--- config.mk ---
export PLATFORM = sky130hd
export DESIGN_NAME = neuron_core_scheduler
export DESIGN_NICKNAME = d
export VERILOG_FILES = /design/src/rtl/neuron_core_scheduler.sv
export SDC_FILE = /design/constraint.sdc
export NUM_CORES = 2
export LEC_CHECK = 0
export ABC_AREA = 0
export BUFFER_PORTS_ARGS = -buffer_cell sky130_fd_sc_hd__buf_2
export CAP_MARGIN = 20
export CELL_PAD_IN_SITES_DETAIL_PLACEMENT = 1
export CELL_PAD_IN_SITES_GLOBAL_PLACEMENT = 2
export CORE_AREA = 2 2 507 509
export CTS_CLUSTER_SIZE = 30
export DETAILED_ROUTE_END_ITERATION = 10
export DIE_AREA = 0 0 509 511
export PLACE_DENSITY_LB_ADDON = 0.08
export SLEW_MARGIN = 20
export SYNTH_ARGS = -nofsm -noshare
export SYNTH_HDL_FRONTEND = slang
export SYNTH_SLANG_ARGS = --single-unit
--- constraint.sdc ---
create_clock -name clk -period 3 [get_ports clk]
set_input_delay 0.3 -clock clk [delete_from_list [all_inputs] [get_ports clk]]
set_output_delay 0.3 -clock clk [all_outputs]
set_load 0.05 [all_outputs]
--- src/rtl/neuron_core_scheduler.sv ---
// ----------------------------------------------------------------------------
// neuron_core_scheduler
//
// Sequencer for one timestep of the 256-neuron x 256-axon core. A start pulse
// latches the incoming axon spike vector and the per-axon weight types. The
// block then visits every neuron in order. For each neuron it addresses the
// synapse memory for one cycle, streams 256 axon slots into the neuron
// datapath, and records the spike that the datapath returns.
//
// Ports
//   clk                 core clock, rising edge
//   rst                 synchronous active-high reset
//   start_i             begin a timestep (only honoured while idle)
//   axon_spikes_i[255:0]  input spike per axon, latched on start
//   axon_types_i[511:0]   2-bit weight type per axon, latched on start
//   syn_addr_o[7:0]     synapse memory row address (current neuron)
//   syn_row_i[255:0]    connection bits of the addressed row (1-cycle read)
//   nb_enable_o         datapath axon slot valid
//   nb_first_o          first axon slot of a neuron
//   nb_last_o           last axon slot of a neuron
//   nb_weight_select_o  weight type 0..3, or 8'hFF for a zero weight
//   nb_neuron_o[7:0]    current neuron index for datapath parameter fetch
//   nb_spike_i          datapath spike result, valid the cycle after last slot
//   busy_o              high whenever a timestep is in progress
//   done_o              one-cycle pulse at the end of a timestep
//   spikes_o[255:0]     output spike vector, bit n = neuron n
// ----------------------------------------------------------------------------
module neuron_core_scheduler (
   input  logic         clk,
   input  logic         rst,
   input  logic         start_i,
   input  logic [255:0] axon_spikes_i,
   input  logic [511:0] axon_types_i,
   output logic [7:0]   syn_addr_o,
   input  logic [255:0] syn_row_i,
   output logic         nb_enable_o,
   output logic         nb_first_o,
   output logic         nb_last_o,
   output logic [7:0]   nb_weight_select_o,
   output logic [7:0]   nb_neuron_o,
   input  logic         nb_spike_i,
   output logic         busy_o,
   output logic         done_o,
   output logic [255:0] spikes_o
);

   typedef enum logic [2:0] {
      ST_IDLE,
      ST_FETCH,
      ST_INTEGRATE,
      ST_CAPTURE,
      ST_DONE
   } state_t;

   localparam logic [7:0] LAST_INDEX  = 8'd255;
   localparam logic [7:0] ZERO_WEIGHT = 8'hFF;

   state_t        state_q, state_d;
   logic [7:0]    n_q, n_d;
   logic [7:0]    a_q, a_d;
   logic [255:0]  spikes_q, spikes_d;
   logic [511:0]  types_q, types_d;
   logic [255:0]  spikes_out_q, spikes_out_d;

   logic          slot_active;
   logic [1:0]    slot_type;

   // State and datapath registers. Reset returns everything to the idle
   // picture, which also discards any partially collected spike results.
   always_ff @(posedge clk) begin
      if (rst) begin
         state_q      <= ST_IDLE;
         n_q          <= 8'd0;
         a_q          <= 8'd0;
         spikes_q     <= '0;
         types_q      <= '0;
         spikes_out_q <= '0;
      end else begin
         state_q      <= state_d;
         n_q          <= n_d;
         a_q          <= a_d;
         spikes_q     <= spikes_d;
         types_q      <= types_d;
         spikes_out_q <= spikes_out_d;
      end
   end

   // Next-state logic. Each neuron costs FETCH + 256 INTEGRATE + CAPTURE,
   // i.e. 258 cycles. The neuron index only moves forward in CAPTURE and is
   // only rewound by a new start, so it still reads 255 after completion.
   always_comb begin
      state_d      = state_q;
      n_d          = n_q;
      a_d          = a_q;
      spikes_d     = spikes_q;
      types_d      = types_q;
      spikes_out_d = spikes_out_q;

      case (state_q)
         ST_IDLE: begin
            if (start_i) begin
               spikes_d     = axon_spikes_i;
               types_d      = axon_types_i;
               n_d          = 8'd0;
               a_d          = 8'd0;
               spikes_out_d = '0;
               state_d      = ST_FETCH;
            end
         end

         ST_FETCH: begin
            // The synapse row appears one cycle after the address, so the
            // first axon slot lines up with the start of INTEGRATE.
            a_d     = 8'd0;
            state_d = ST_INTEGRATE;
         end

         ST_INTEGRATE: begin
            if (a_q == LAST_INDEX) begin
               state_d = ST_CAPTURE;
            end else begin
               a_d = a_q + 8'd1;
            end
         end

         ST_CAPTURE: begin
            spikes_out_d[n_q] = nb_spike_i;
            if (n_q == LAST_INDEX) begin
               state_d = ST_DONE;
            end else begin
               n_d     = n_q + 8'd1;
               state_d = ST_FETCH;
            end
         end

         ST_DONE: begin
            state_d = ST_IDLE;
         end

         default: begin
            state_d = ST_IDLE;
         end
      endcase
   end

   // An axon contributes only when it is both connected to this neuron and
   // spiking this timestep. Otherwise the datapath is told to add zero.
   assign slot_active = syn_row_i[a_q] & spikes_q[a_q];
   assign slot_type   = types_q[{a_q, 1'b0} +: 2];

   // Output decode. Every output comes from registered state; only the weight
   // select also looks at the synapse row, which is itself a registered read.
   always_comb begin
      nb_enable_o        = 1'b0;
      nb_first_o         = 1'b0;
      nb_last_o          = 1'b0;
      nb_weight_select_o = ZERO_WEIGHT;
      busy_o             = (state_q != ST_IDLE);
      done_o             = (state_q == ST_DONE);

      if (state_q == ST_INTEGRATE) begin
         nb_enable_o = 1'b1;
         nb_first_o  = (a_q == 8'd0);
         nb_last_o   = (a_q == LAST_INDEX);
         if (slot_active) begin
            nb_weight_select_o = {6'b0, slot_type};
         end
      end
   end

   assign syn_addr_o  = n_q;
   assign nb_neuron_o = n_q;
   assign spikes_o    = spikes_out_q;

endmodule

# ---- Yosys cells after proc, flatten, opt, wreduce, memory -nomap -nowiden
# Index checks and enable logic that the tools add are counted.
dict set report word_totals {
  in_bits 1028
  ff_bits 1043
  output_inout_bits 285
  word_cells 57
}
dict set report op_classes {
  n_reduce_logical 11
  shifts 1
  order_cmp 3
  eq_ne 10
  addsub 2
  n_mux 23
  bitwise 1
}
# cell n
set ops {}
lappend ops {{256-bit one-hot mux with 2 select lines} 1}
lappend ops {{512-bit by 10-bit indexed part select with 2-bit output} 1}
lappend ops {{256-bit bitwise mux} 1}
lappend ops {{256-bit 2-to-1 mux} 1}
lappend ops {{8-bit 2-to-1 mux} 5}
lappend ops {{8-bit one-hot mux with 3 select lines} 1}
lappend ops {{8-bit by 9-bit less-than comparator with 1-bit output (second input constant)} 2}
lappend ops {{8-bit by 1-bit adder with 8-bit output (second input constant)} 2}
lappend ops {{1-bit binary-select mux with 8-bit select} 2}
lappend ops {{8-bit equality test (second input constant)} 2}
lappend ops {{8-bit one-hot mux with 2 select lines} 1}
lappend ops {{3-bit one-hot mux with 4 select lines} 1}
lappend ops {{3-bit 2-to-1 mux} 3}
lappend ops {{1-bit demux with 8-bit select} 1}
lappend ops {{8-bit by 1-bit greater-or-equal comparator with 1-bit output (second input constant)} 1}
lappend ops {{8-bit logical NOT} 1}
lappend ops {{2-bit != test (second input constant)} 4}
lappend ops {{3-bit by 2-bit equality test with 1-bit output (second input constant)} 2}
lappend ops {{1-bit 2-to-1 mux} 6}
lappend ops {{2-bit AND reduction} 3}
lappend ops {{3-bit AND reduction} 2}
lappend ops {{3-bit nonzero test} 2}
lappend ops {{3-bit by 1-bit equality test with 1-bit output (second input constant)} 1}
lappend ops {{3-bit equality test (second input constant)} 1}
lappend ops {{4 further kinds} 4}

# ---- Depth between registers and ports, before layout
dict set report logic_depth {
  depth_word 6
  ltp_mapped 14
}

# ---- Least setup slack after synthesis
# No wires, ideal clock.
dict set report synth_path {
  kind {register to output}
  startpoint {reg a_q[2]}
  endpoint {out nb_first_o}
  setup_slack_ps -303
  path_stages_with_launch 8
  arrival_ps 3003
  cell_sequence {dfxtp_1 -> buf_2 -> buf_4 -> buf_2 -> buf_4 -> buf_2 -> buf_2 -> nor4b_1}
}
dict set report synth_via {
  elab_chain_cells 2
}
# item line_no
set synth_rtl {}
lappend synth_rtl {{from (decl)} 60} ;# logic [7:0] a_q, a_d;
lappend synth_rtl {{from (signal assigned)} 74} ;# a_q <= 8'd0;
lappend synth_rtl {{from (signal assigned)} 81} ;# a_q <= a_d;
lappend synth_rtl {{8-bit logical NOT} 163} ;# nb_first_o = (a_q == 8'd0);
lappend synth_rtl {{1-bit 2-to-1 mux} 161} ;# if (state_q == ST_INTEGRATE) begin
lappend synth_rtl {{to (decl)} 37} ;# output logic nb_first_o,
# Every way passes these cells.

# ---- Worst setup path in the final report
dict set report layout_path {
  startpoint {reg a_q[0]}
  endpoint {out nb_weight_select_o[1]}
}
dict set report layout_via {
  elab_chain_cells 5
  word_cells_on_any_way 8
  cone_classes {shift (1); mux (6); bitwise (1)}
}
# item line_no
set layout_rtl {}
lappend layout_rtl {{1-bit binary-select mux with 8-bit select} 148} ;# assign slot_active = syn_row_i[a_q] & spikes_q[a_q];
lappend layout_rtl {{1-bit 2-to-1 mux (implied by the code)} 148}
lappend layout_rtl {{1-bit bitwise AND} 148}
lappend layout_rtl {{8-bit 2-to-1 mux *} 165} ;# if (slot_active) begin
lappend layout_rtl {{8-bit 2-to-1 mux *} 161}
lappend layout_rtl {{to (decl)} 39} ;# output logic [7:0] nb_weight_select_o,
# Mark *: on every way between the ends. The rest lies on a longest branch, timed or not. The select of a mux whose other input is x is not followed.

==> results.cfg <==
[status]
status = finished with violations
violations_in_the_final_reports = setup timing

[clocking]
tritoncts.num_buffers = 145
tritoncts_num_sinks = 1043
ctsLongestPathBuffers = 3
ctsRootBufferMaster = sky130_fd_sc_hd__clkbuf_16
h-tree-depth = 4
tritoncts = built
worstSkewPairLatency_ns = 0.80
path_clk_slew_ns = 0.06

[setup_path]
crit_type = reg2out
timing.critical_path.to_type = primary output
cp_common_cell = sky130_fd_sc_hd__buf_4
cp_launch_type = flip-flop
critPathSlowestCell = sky130_fd_sc_hd__mux4_2
maximum_fanout_along_the_worst_path = 7
timing.reg2reg.setup_slack_ns = 0.32
worst_r2r_path_depth = 7
worst_ep_required_time_ns = 2.70
crit_path_cell_trace = buf_12 > buf_12 > mux4_2 > mux4_2 > o22ai_2 > buf_4 > a21oi_2 > a211oi_2 > buf_4 > nor4_4 > buf_6 > buf_4 > nand2_4 > buf_8
cpPeakStageDelay_ns = 0.51
worst_r2r_startpoint = nb_neuron_o[1]$_SDFFE_PP0P_
worst_r2r_endpoint = spikes_o[255]$_SDFFE_PP0P_
cp.arrival_ns = 3.83

[synth]
synth_area_leaders = sky130_fd_sc_hd__dfxtp_1, sky130_fd_sc_hd__nand2_1, sky130_fd_sc_hd__a21oi_1, sky130_fd_sc_hd__mux4_2, sky130_fd_sc_hd__clkbuf_1
synth_top_area_share = 0.455
post_synth.cell_area_avg_um2 = 7.95
count_of_warnings_emitted_by_yosys = 0
net_count_after_synthesis = 6798
netlist_top_cells_count = sky130_fd_sc_hd__nand2_1, sky130_fd_sc_hd__a21oi_1, sky130_fd_sc_hd__dfxtp_1, sky130_fd_sc_hd__clkbuf_1, sky130_fd_sc_hd__o21ai_0
synthMostInstantiatedCell = sky130_fd_sc_hd__nand2_1
synth-seq-cells = 1043
synth_cells = 5764
syn_area_um2 = 45800
synth_cell_types = 62
synth-edff-count = 0
synth-main-ff-cell = sky130_fd_sc_hd__dfxtp_1
synth_area_leader = sky130_fd_sc_hd__dfxtp_1
async_flop_share = 0
seq_area_frac_synth = 0.455

[grt]
gr-total-overflow = 0
grt_antenna_before_repair = 114
grt_use_total = 0.235
first_global_vias = 53600
grt_start_max_net_pins = 165
global_route_wire_length_before_repair_um = 433000

[cells_and_area]
finalCoreUtilization = 0.279
syn_to_final_growth_pct = 55.2
drive_gt1_frac = 0.270
nNetsFinal = 8793
layoutNonFillerInstCount = 11300

[power_and_ir_drop]
comb_power_share = 0.239
max-vdd-ir-drop_mv = 0.508
cell_internal_power_dissipation_mw = 30.2
power.clock.fraction = 0.404
power_switching_share = 0.329
total_leakage_power_nw = 28.2
p_per_area_nw_per_um2 = 633
sequentialPowerShare = 0.357
p_switching_mw = 14.8

[timing]
finalCriticalPeriod_ns = 4.13
layout_setup_ws_ns = -1.13
max-slew-margin-rel = 0.308
slew_viol_final = 0
fin_worst_hold_slack_ns = 0.103
worstMarginPinSlew_ns = 1.04
clock_skew_ns = 0.0586
final-setup-viol-count = 8
post_route_setup_tns_ns = -8.00
unrepaired_setup_endpoints_after_global_routing = true
max_clk_rate_mhz = 242
hold_viol = 0
layout_worst_path_cycle_share = 1.38

[floorplanning]
core_region_um2 = 255000
dieWidth_um = 509
placement_rows = 186
die_area_um2 = 260000
effective_utilization_at_floorplan = 0.180
die_height_um = 511
io_pins = 1313

[run]
maximum_capacitance_violations = 0

[route]
post-route-drc-count = 0
drt_iter0_markers = 2946
firstDrtPassIters = 5
via_count = 51400
wl_per_cell_um = 28.1
ant_nets = 0
detail_route.vias_per_cell = 4.54
wl_um = 317000

[placed_design]
dpl_worst_slack_ns = -0.854
numPlacedInstances = 10200
io_buffers = 1312
routabilityCongestion = 0.852
post_detail_place_hpwl_um = 244000

[hold_path]
hold_crit_endpoint = types_q[404]$_SDFFE_PP0P_
holdCritPathClass = in2reg
min_from = axon_types_i[404]
hold_depth = 3
kinds of logic after synthesis:
| group | Yosys count | share of synthesized area |
|---|---|---|
| AOI/OAI and AO/OA | 1730 | 0.197 |
| xor gates and xnor gates | 14 | 0.00267 |
| muxes | 225 | 0.103 |
| adders and majority gates | 6 | 0.00164 |
| buffers and inverters | 584 | 0.0549 |
| DFF | 1043 | 0.455 |
| and+or+nand+nor | 2162 | 0.185 |
critical path: cells and delay by family (launching register included):
| family | cells | cell delay (ns) |
|---|---|---|
| and+or+nand+nor | 2 | 0.13 |
| muxes | 2 | 1.02 |
| AOI/OAI and AO/OA | 3 | 0.49 |
| buffers and inverters | 7 | 1.03 |
| DFF | 1 | 0.37 |
stage by stage:
| step | cell area [um^2] | total power, mW |
|---|---|---|
| CTS | 70500 | 45.5 |
| finish | 71100 | 45.0 |
| global route | 71100 | 47.2 |
| floorplan | 45900 | 21.3 |
| detailed placement | 57300 | 26.0 |
| global placement | 57300 | 25.9 |
state kept, by name, indices dropped and copies added (netlist names):
signal	count
a_q	8
nb_neuron_o	8
spikes_o	256
spikes_q	256
state_q	3
types_q	512
routing by layer:
| metal | global-route usage | share of wire | up-vias |
|---|---|---|---|
| met3 | 0.0422 | 0.049 | 394 |
| met1 | 0.301 | 0.44 | 25700 |
| li1 | - | - | 23700 |
| met5 | 0 | 0.0011 | - |
| met2 | 0.403 | 0.49 | 1484 |
| met4 | 0.0601 | 0.026 | 54 |
layout by cell type (no fill, tap or decap), types with 11 or more instances in the layout:
cell / count
sky130_fd_sc_hd__buf_2: 1301
sky130_fd_sc_hd__nand2_1: 1916
sky130_fd_sc_hd__clkbuf_16: 150
sky130_fd_sc_hd__clkbuf_8: 33
sky130_fd_sc_hd__nor2_2: 11
sky130_fd_sc_hd__nor2_1: 38
sky130_fd_sc_hd__clkbuf_1: 37
sky130_fd_sc_hd__nand4_1: 11
sky130_fd_sc_hd__buf_4: 229
sky130_fd_sc_hd__dfxtp_1: 1037
sky130_fd_sc_hd__dlygate4sd3_1: 782
sky130_fd_sc_hd__buf_12: 76
sky130_fd_sc_hd__and3_1: 24
sky130_fd_sc_hd__and2_1: 16
sky130_fd_sc_hd__diode_2: 48
sky130_fd_sc_hd__a22oi_1: 22
sky130_fd_sc_hd__mux2i_1: 20
sky130_fd_sc_hd__clkinv_2: 20
sky130_fd_sc_hd__mux4_2: 196
sky130_fd_sc_hd__nor3_1: 13
sky130_fd_sc_hd__buf_6: 13
sky130_fd_sc_hd__o211ai_1: 46
sky130_fd_sc_hd__o21ai_0: 290
sky130_fd_sc_hd__a21oi_1: 1296
sky130_fd_sc_hd__nand3_1: 85
power groups by stage:
stage | logic, mW | clock network (mW) | registers [mW]
floorplan | 5.39 | 0 | 15.9
finish | 10.7 | 18.2 | 16.1
global placement | 9.46 | 0 | 16.4
global route | 11.7 | 19.3 | 16.2
detailed placement | 9.54 | 0 | 16.4
CTS | 10.7 | 18.8 | 16.1
worst max-delay path by stage:
| stage | start | end |
|---|---|---|
| after detailed placement | a_q[0]$_SDFFE_PP0P_ | nb_weight_select_o[1] |
| after CTS | a_q[0]$_SDFFE_PP0P_ | nb_weight_select_o[2] |
| after floorplan | a_q[0]$_SDFFE_PP0P_ | nb_weight_select_o[3] |
| after global routing | a_q[0]$_SDFFE_PP0P_ | nb_weight_select_o[1] |
| after global placement | a_q[0]$_SDFFE_PP0P_ | nb_weight_select_o[1] |
| final | a_q[0]$_SDFFE_PP0P_ | nb_weight_select_o[1] |
layout make-up:
type	count	area, um^2
multi-input combinational	4137	22700
tap	3384	4230
inverter	11	53.8
clock buffer	215	4220
sequential	1043	20900
clock inverter	48	758
antenna	48	120
fill	30300	184000
timing repair buffer	2421	18200
what timing repair did:
| item | 4_1_cts | 5_1_grt |
|---|---|---|
| setup buffers | 8 | 28 |
| gates resized for setup | 60 | 45 |
| hold buffers | 782 | 0 |
| pin swaps | 4 | 10 |
| setup endpoints to repair | 12 | 10 |
| hold endpoints to repair | 780 | 0 |
| gates cloned | 1 | 5 |
(Power assumes the default switching activity.)
